File: config.mk
export PLATFORM = sky130hd
export DESIGN_NAME = task_1_output
export DESIGN_NICKNAME = d
export VERILOG_FILES = /design/src/rtl/task_1_output.sv
export SDC_FILE = /design/constraint.sdc
export NUM_CORES = 2
export LEC_CHECK = 0
export BUFFER_PORTS_ARGS = -buffer_cell sky130_fd_sc_hd__buf_2
export CAP_MARGIN = 0
export CORE_ASPECT_RATIO = 0.6
export CORE_MARGIN = 3
export CORE_UTILIZATION = 45
export CTS_CLUSTER_SIZE = 14
export DETAILED_ROUTE_END_ITERATION = 12
export SYNTH_ARGS = -nofsm -noshare
export SYNTH_HDL_FRONTEND = slang
export SYNTH_SLANG_ARGS = --single-unit
File: constraint.sdc
create_clock -name i_clk -period 2.9 [get_ports i_clk]
set_input_delay 0.58 -clock i_clk [delete_from_list [all_inputs] [get_ports i_clk]]
set_output_delay 0.58 -clock i_clk [all_outputs]
set_load 0.005 [all_outputs]
File: src/rtl/task_1_output.sv
// task_1_output: buffers one packet from the input stage, appends an XOR checksum trailer
//   and replays it on an AXI-Stream-style master port (tlast on the trailer beat).
// Ports: i_clk/i_rst (sync, active-high); i_data/i_enb/i_src_empty from the input stage;
//   i_m_tready, o_m_tdata/o_m_tvalid/o_m_tlast downstream; o_output_last pulses after the
//   trailer handshake; o_busy, o_overflow (sticky drop flag), o_byte_count status.
module task_1_output #(
  parameter int         DEPTH    = 256,
  parameter int         CNT_W    = $clog2(DEPTH + 1),
  parameter logic [7:0] CHK_INIT = 8'h00
) (
  input  logic             i_clk,
  input  logic             i_rst,
  input  logic [7:0]       i_data,
  input  logic             i_enb,
  input  logic             i_src_empty,
  input  logic             i_m_tready,
  output logic [7:0]       o_m_tdata,
  output logic             o_m_tvalid,
  output logic             o_m_tlast,
  output logic             o_output_last,
  output logic             o_busy,
  output logic             o_overflow,
  output logic [CNT_W-1:0] o_byte_count
);

  localparam int AW = (DEPTH > 1) ? $clog2(DEPTH) : 1;

  typedef enum logic [2:0] {
    s_IDLE,
    s_COLLECT,
    s_SEND,
    s_TRAILER,
    s_DONE
  } state_t;

  state_t           r_state;
  state_t           w_state_nxt;
  logic [7:0]       r_mem [DEPTH];
  // r_count doubles as the write pointer: bytes are stored densely from address 0.
  logic [CNT_W-1:0] r_count;
  logic [CNT_W-1:0] r_rd;
  logic [7:0]       r_chk;
  logic             r_ovf;
  logic             r_busy;
  logic             w_store;
  logic             w_drop;
  logic             w_hs;
  logic             w_rd_last;

  assign w_rd_last = (r_rd == r_count - CNT_W'(1));
  assign w_hs      = o_m_tvalid & i_m_tready;

  always_ff @(posedge i_clk) begin
    if (i_rst) begin
      r_state <= s_IDLE;
    end else begin
      r_state <= w_state_nxt;
    end
  end

  // Outputs decode from the state only, so tvalid/tdata/tlast hold steady across stalls
  // and never depend combinationally on tready.
  always_comb begin
    w_state_nxt   = r_state;
    o_m_tvalid    = 1'b0;
    o_m_tdata     = 8'h00;
    o_m_tlast     = 1'b0;
    o_output_last = 1'b0;
    w_store       = 1'b0;
    w_drop        = 1'b0;
    case (r_state)
      s_IDLE: begin
        if (i_enb) begin
          w_store     = 1'b1;
          w_state_nxt = s_COLLECT;
        end
      end
      s_COLLECT: begin
        if (i_enb) begin
          if (r_count < CNT_W'(DEPTH)) begin
            w_store = 1'b1;
          end else begin
            w_drop = 1'b1;
          end
        end else if (i_src_empty) begin
          w_state_nxt = s_SEND;
        end
      end
      s_SEND: begin
        o_m_tvalid = 1'b1;
        o_m_tdata  = r_mem[r_rd[AW-1:0]];
        w_drop     = i_enb;
        if (i_m_tready && w_rd_last) begin
          w_state_nxt = s_TRAILER;
        end
      end
      s_TRAILER: begin
        o_m_tvalid = 1'b1;
        o_m_tdata  = r_chk;
        o_m_tlast  = 1'b1;
        w_drop     = i_enb;
        if (i_m_tready) begin
          w_state_nxt = s_DONE;
        end
      end
      s_DONE: begin
        o_output_last = 1'b1;
        w_drop        = i_enb;
        w_state_nxt   = s_IDLE;
      end
      default: begin
        w_state_nxt = s_IDLE;
      end
    endcase
  end

  always_ff @(posedge i_clk) begin
    if (i_rst) begin
      r_count <= '0;
      r_rd    <= '0;
      r_chk   <= CHK_INIT;
      r_ovf   <= 1'b0;
      r_busy  <= 1'b0;
    end else begin
      r_busy <= (w_state_nxt != s_IDLE);
      case (r_state)
        s_IDLE: begin
          if (i_enb) begin
            r_count <= CNT_W'(1);
            r_rd    <= '0;
            r_chk   <= CHK_INIT ^ i_data;
            r_ovf   <= 1'b0;
          end
        end
        s_COLLECT: begin
          if (w_store) begin
            r_count <= r_count + CNT_W'(1);
            r_chk   <= r_chk ^ i_data;
          end
        end
        s_SEND: begin
          if (w_hs) begin
            r_rd <= r_rd + CNT_W'(1);
          end
        end
        s_DONE: begin
          r_count <= '0;
          r_rd    <= '0;
          r_chk   <= CHK_INIT;
        end
        default: begin
        end
      endcase
      // Any discarded byte (buffer full or arriving outside collection) is sticky until
      // the first byte of the next packet.
      if (w_drop) begin
        r_ovf <= 1'b1;
      end
    end
  end

  // Payload storage carries no reset; contents are only read below the stored count.
  always_ff @(posedge i_clk) begin
    if (w_store) begin
      r_mem[r_count[AW-1:0]] <= i_data;
    end
  end

  assign o_busy       = r_busy;
  assign o_overflow   = r_ovf;
  assign o_byte_count = r_count;

endmodule

==> results.toml <==
[run_status]
status = "finished, violations left"
violations = "negative setup slack"

[yosys]
synth_cells = 4152
ys_ff_latch = 2087
synth_area_leaders = "edfxtp_1, mux4_2, mux2i_1, nor2_1, o221ai_1"
yosysTopAreaCell = "edfxtp_1"
netlist_area_um2 = 81900
avgSynthCellArea_um2 = 19.7
yosysSeqAreaShare_pct = 76.0
synthFlopType = "edfxtp_1"
synth_edf_count = 2048
synth.top_cell.area_share_pct = 75.1
synthArstFlopShare_pct = 0
yosys_warnings = 0
syn_nets = 4170
yosysUniqueCellTypes = 71

[final_layout]
finalInstanceArea_um2 = 99100
syn_to_final_growth_pct = 21.0
drive_gt1_share_pct = 34.8
fin_nets = 5095

[sta]
fin_skew_ns = 0.0510
worst_pin_slew_ns = 0.868
final_max_slew_viol_count = 0
timing.slew.headroom_pct = 42.0
setup_viol_count_final = 8
rsz0062_at_grt = "true"
fin_crit_sh_pct = 156
finalCriticalPeriod_ns = 4.53
hold_viol_final = 0
fmax_ghz = 0.221
fin_ws_ns = -1.63
fin_hold_ws_ns = 0.124

[cts]
cts-htree-levels = 4
cts_sinks = 2087
clkTransAtPathRegs_ns = 0.06
cts_made_buffers = 189
cts_hold_buf = 0
cts_tree = "yes"
clk_latency_ns = 0.83
clockBufferDepth = 4
root_buffer = "clkbuf_16"

[floorplanning]
rows = 120
start_util_pct = 45.6
core-area_um2 = 180000
ioPinCount = 35
fp.dieArea_um2 = 187000
dieWidth_um = 557
die_h_um = 337

[place]
place_area_um2 = 91500
routabilityCongestion = 0.922
dp_hpwl_um = 157000
io_buffers = 34

[routing]
drc_errors = 0
antenna_left = 0
vias_per_cell = 6.09
wl_per_cell_um = 31.2
drt-total-wl_um = 236000
route.vias.total = 46100
drtIter0Drc = 7156
dr.pass1.iters = 7

[worst_setup_path]
critPathSlowestCell = "or4_4"
arrival_ns = 3.95
path_max_fanout = 7
reg2reg_slack_ns = 0.24
cp-start-kind = "flip-flop"
r2r_cells = 7
regToRegEndpoint = "r_mem[224][0]"
regToRegStartpoint = "o_byte_count[1]"
required_ns = 2.32
crit_cells = 12
crit_family = "simple AND/OR/NAND/NOR gates"
crit_top_cell = "buf_12"
critPathKind = "reg2out"
end_kind = "output port"
path_buf_inv = 5
slowest_delay_ns = 0.56
cp_cell_sequence = "buf_12 -> buf_12 -> buf_12 -> buf_12 -> mux2i_4 -> o221ai_4 -> nor3_2 -> or4_4 -> nor4_4 -> a31oi_2 -> o21ai_2 -> buf_2"
cp-endpoint = "o_m_tdata[7]"

[global_routing]
grt_pass1_vias = 43700
overflow = 0
grt_use_total_pct = 24.8
grt_max_degree = 88
antenna_found_initial = 5
grt_pass1_wl_um = 332000

[min_path]
min_path_type = "in2reg"

[pwr]
peakVddDrop_uv = 475
power_density_nw_per_um2 = 599
p_leak_nw = 31.9

[run]
drv_cap = 0
==> cell usage after synthesis (31+ instances only) <==
master	number
edfxtp_1	2048
mux4_2	382
nor2_1	326
mux2i_1	292
clkbuf_1	136
o221ai_1	98
a21oi_1	81
o21ai_0	77
nand2_1	73
o22ai_1	71
a22oi_1	52
buf_2	42
dfxtp_1	39
nor3_1	39
nand3_1	37
buf_6	31
==> registers in the layout, summed over array words and instances (netlist names), named ones only <==
| signal | cells |
|---|---|
| o_busy | 1 |
| o_overflow | 1 |
| o_byte_count | 9 |
| r_state | 3 |
| r_rd | 9 |
| r_chk | 8 |
| r_mem | 2048 |
==> cell usage in the layout (no fill, tap or decap), types with 25 or more instances in the layout <==
cell type	count
a21oi_1	64
a22oi_1	37
buf_12	109
buf_2	25
buf_4	797
buf_6	33
clkbuf_1	54
clkbuf_16	194
clkinv_1	34
dfxtp_1	33
edfxtp_1	2048
mux2i_1	277
mux4_2	382
nand2_1	71
nor2_1	319
nor3_1	28
o21ai_0	64
o221ai_1	74
o22ai_1	62
==> what timing repair did <==
action,4_1_cts,5_1_grt
buffers inserted,37,49
cloned,6,3
gates resized for setup,195,101
setup endpoints to repair,9,9
pin swaps,53,49
==> layout make-up <==
cell class / instances / area (um2)
Inverter: 9 / 36.3
Timing Repair Buffer: 999 / 9430
Antenna cell: 3 / 7.51
Multi-Input combinational cell: 1791 / 19100
Tap cell: 2379 / 2980
Clock buffer: 245 / 4980
Fill cell: 13700 / 80600
Sequential cell: 2087 / 62300
Clock inverter: 58 / 284
==> logic make-up (layout without fill, tap and decap cells) <==
group / after synthesis / after routing / synth area share (%)
xor gates and xnor gates: 26 / 26 / 0.278
adders and majority gates: 5 / 5 / 0.0763
and+or+nand+nor: 573 / 573 / 3.09
buffers and inverters: 274 / 1311 / 2.05
muxes: 679 / 679 / 14.1
other: 0 / 3 / 0
DFF: 2087 / 2087 / 76.0
AOI/OAI and AO/OA: 508 / 508 / 4.37
==> metrics by stage <==
| stage | setup TNS [ns] | util (%) | power [mW] | cells | worst slack, ns |
|---|---|---|---|---|---|
| after floorplan | 0 | - | 35.5 | 4152 | 0.0105 |
| final | -12.03 | 55.2 | 59.4 | 7571 | -1.63 |
| after global placement | -8.44 | 50.9 | 36.9 | 7180 | -1.53 |
| after CTS | -12.13 | 54.7 | 59.5 | 7523 | -1.59 |
| after global routing | -12.54 | 55.2 | 61.1 | 7568 | -1.64 |
| after detailed placement | -8.40 | 50.9 | 37.0 | 7180 | -1.50 |
==> layer usage <==
layer / share of wire (%) / wire, um / vias to the layer above / GRT usage, %
met3: 13 / 31300 / 286 / 8.55
met4: 1.7 / 4020 / 4 / 4.10
met1: 45 / 107000 / 24200 / 40.6
met5: 0.054 / 128 / - / 0
met2: 40 / 93400 / 2587 / 31.9
li1: - / - / 19000 / -
==> worst min path at each step <==
stage / slack, ns / cells after the start / end / startpoint
detailed placement: 0.52 / 2 / r_chk[2] / r_chk[2]
global placement: 0.50 / 2 / r_chk[7] / r_chk[7]
global route: 0.10 / 2 / r_state[2] / i_m_tready
finish: 0.12 / 2 / r_state[2] / i_m_tready
CTS: 0.07 / 2 / o_byte_count[0] / i_rst
floorplan: 0.47 / 2 / r_chk[3] / r_chk[3]
==> report_power, final <==
group | total (mW) | switching [mW] | internal (mW)
Sequential | 33.1 | 0.0253 | 33.1
Combinational | 3.61 | 1.94 | 1.67
Clock | 22.7 | 10.7 | 12.0
Total | 59.4 | 12.6 | 46.8
Note: power is estimated with default switching activity, not from simulation.
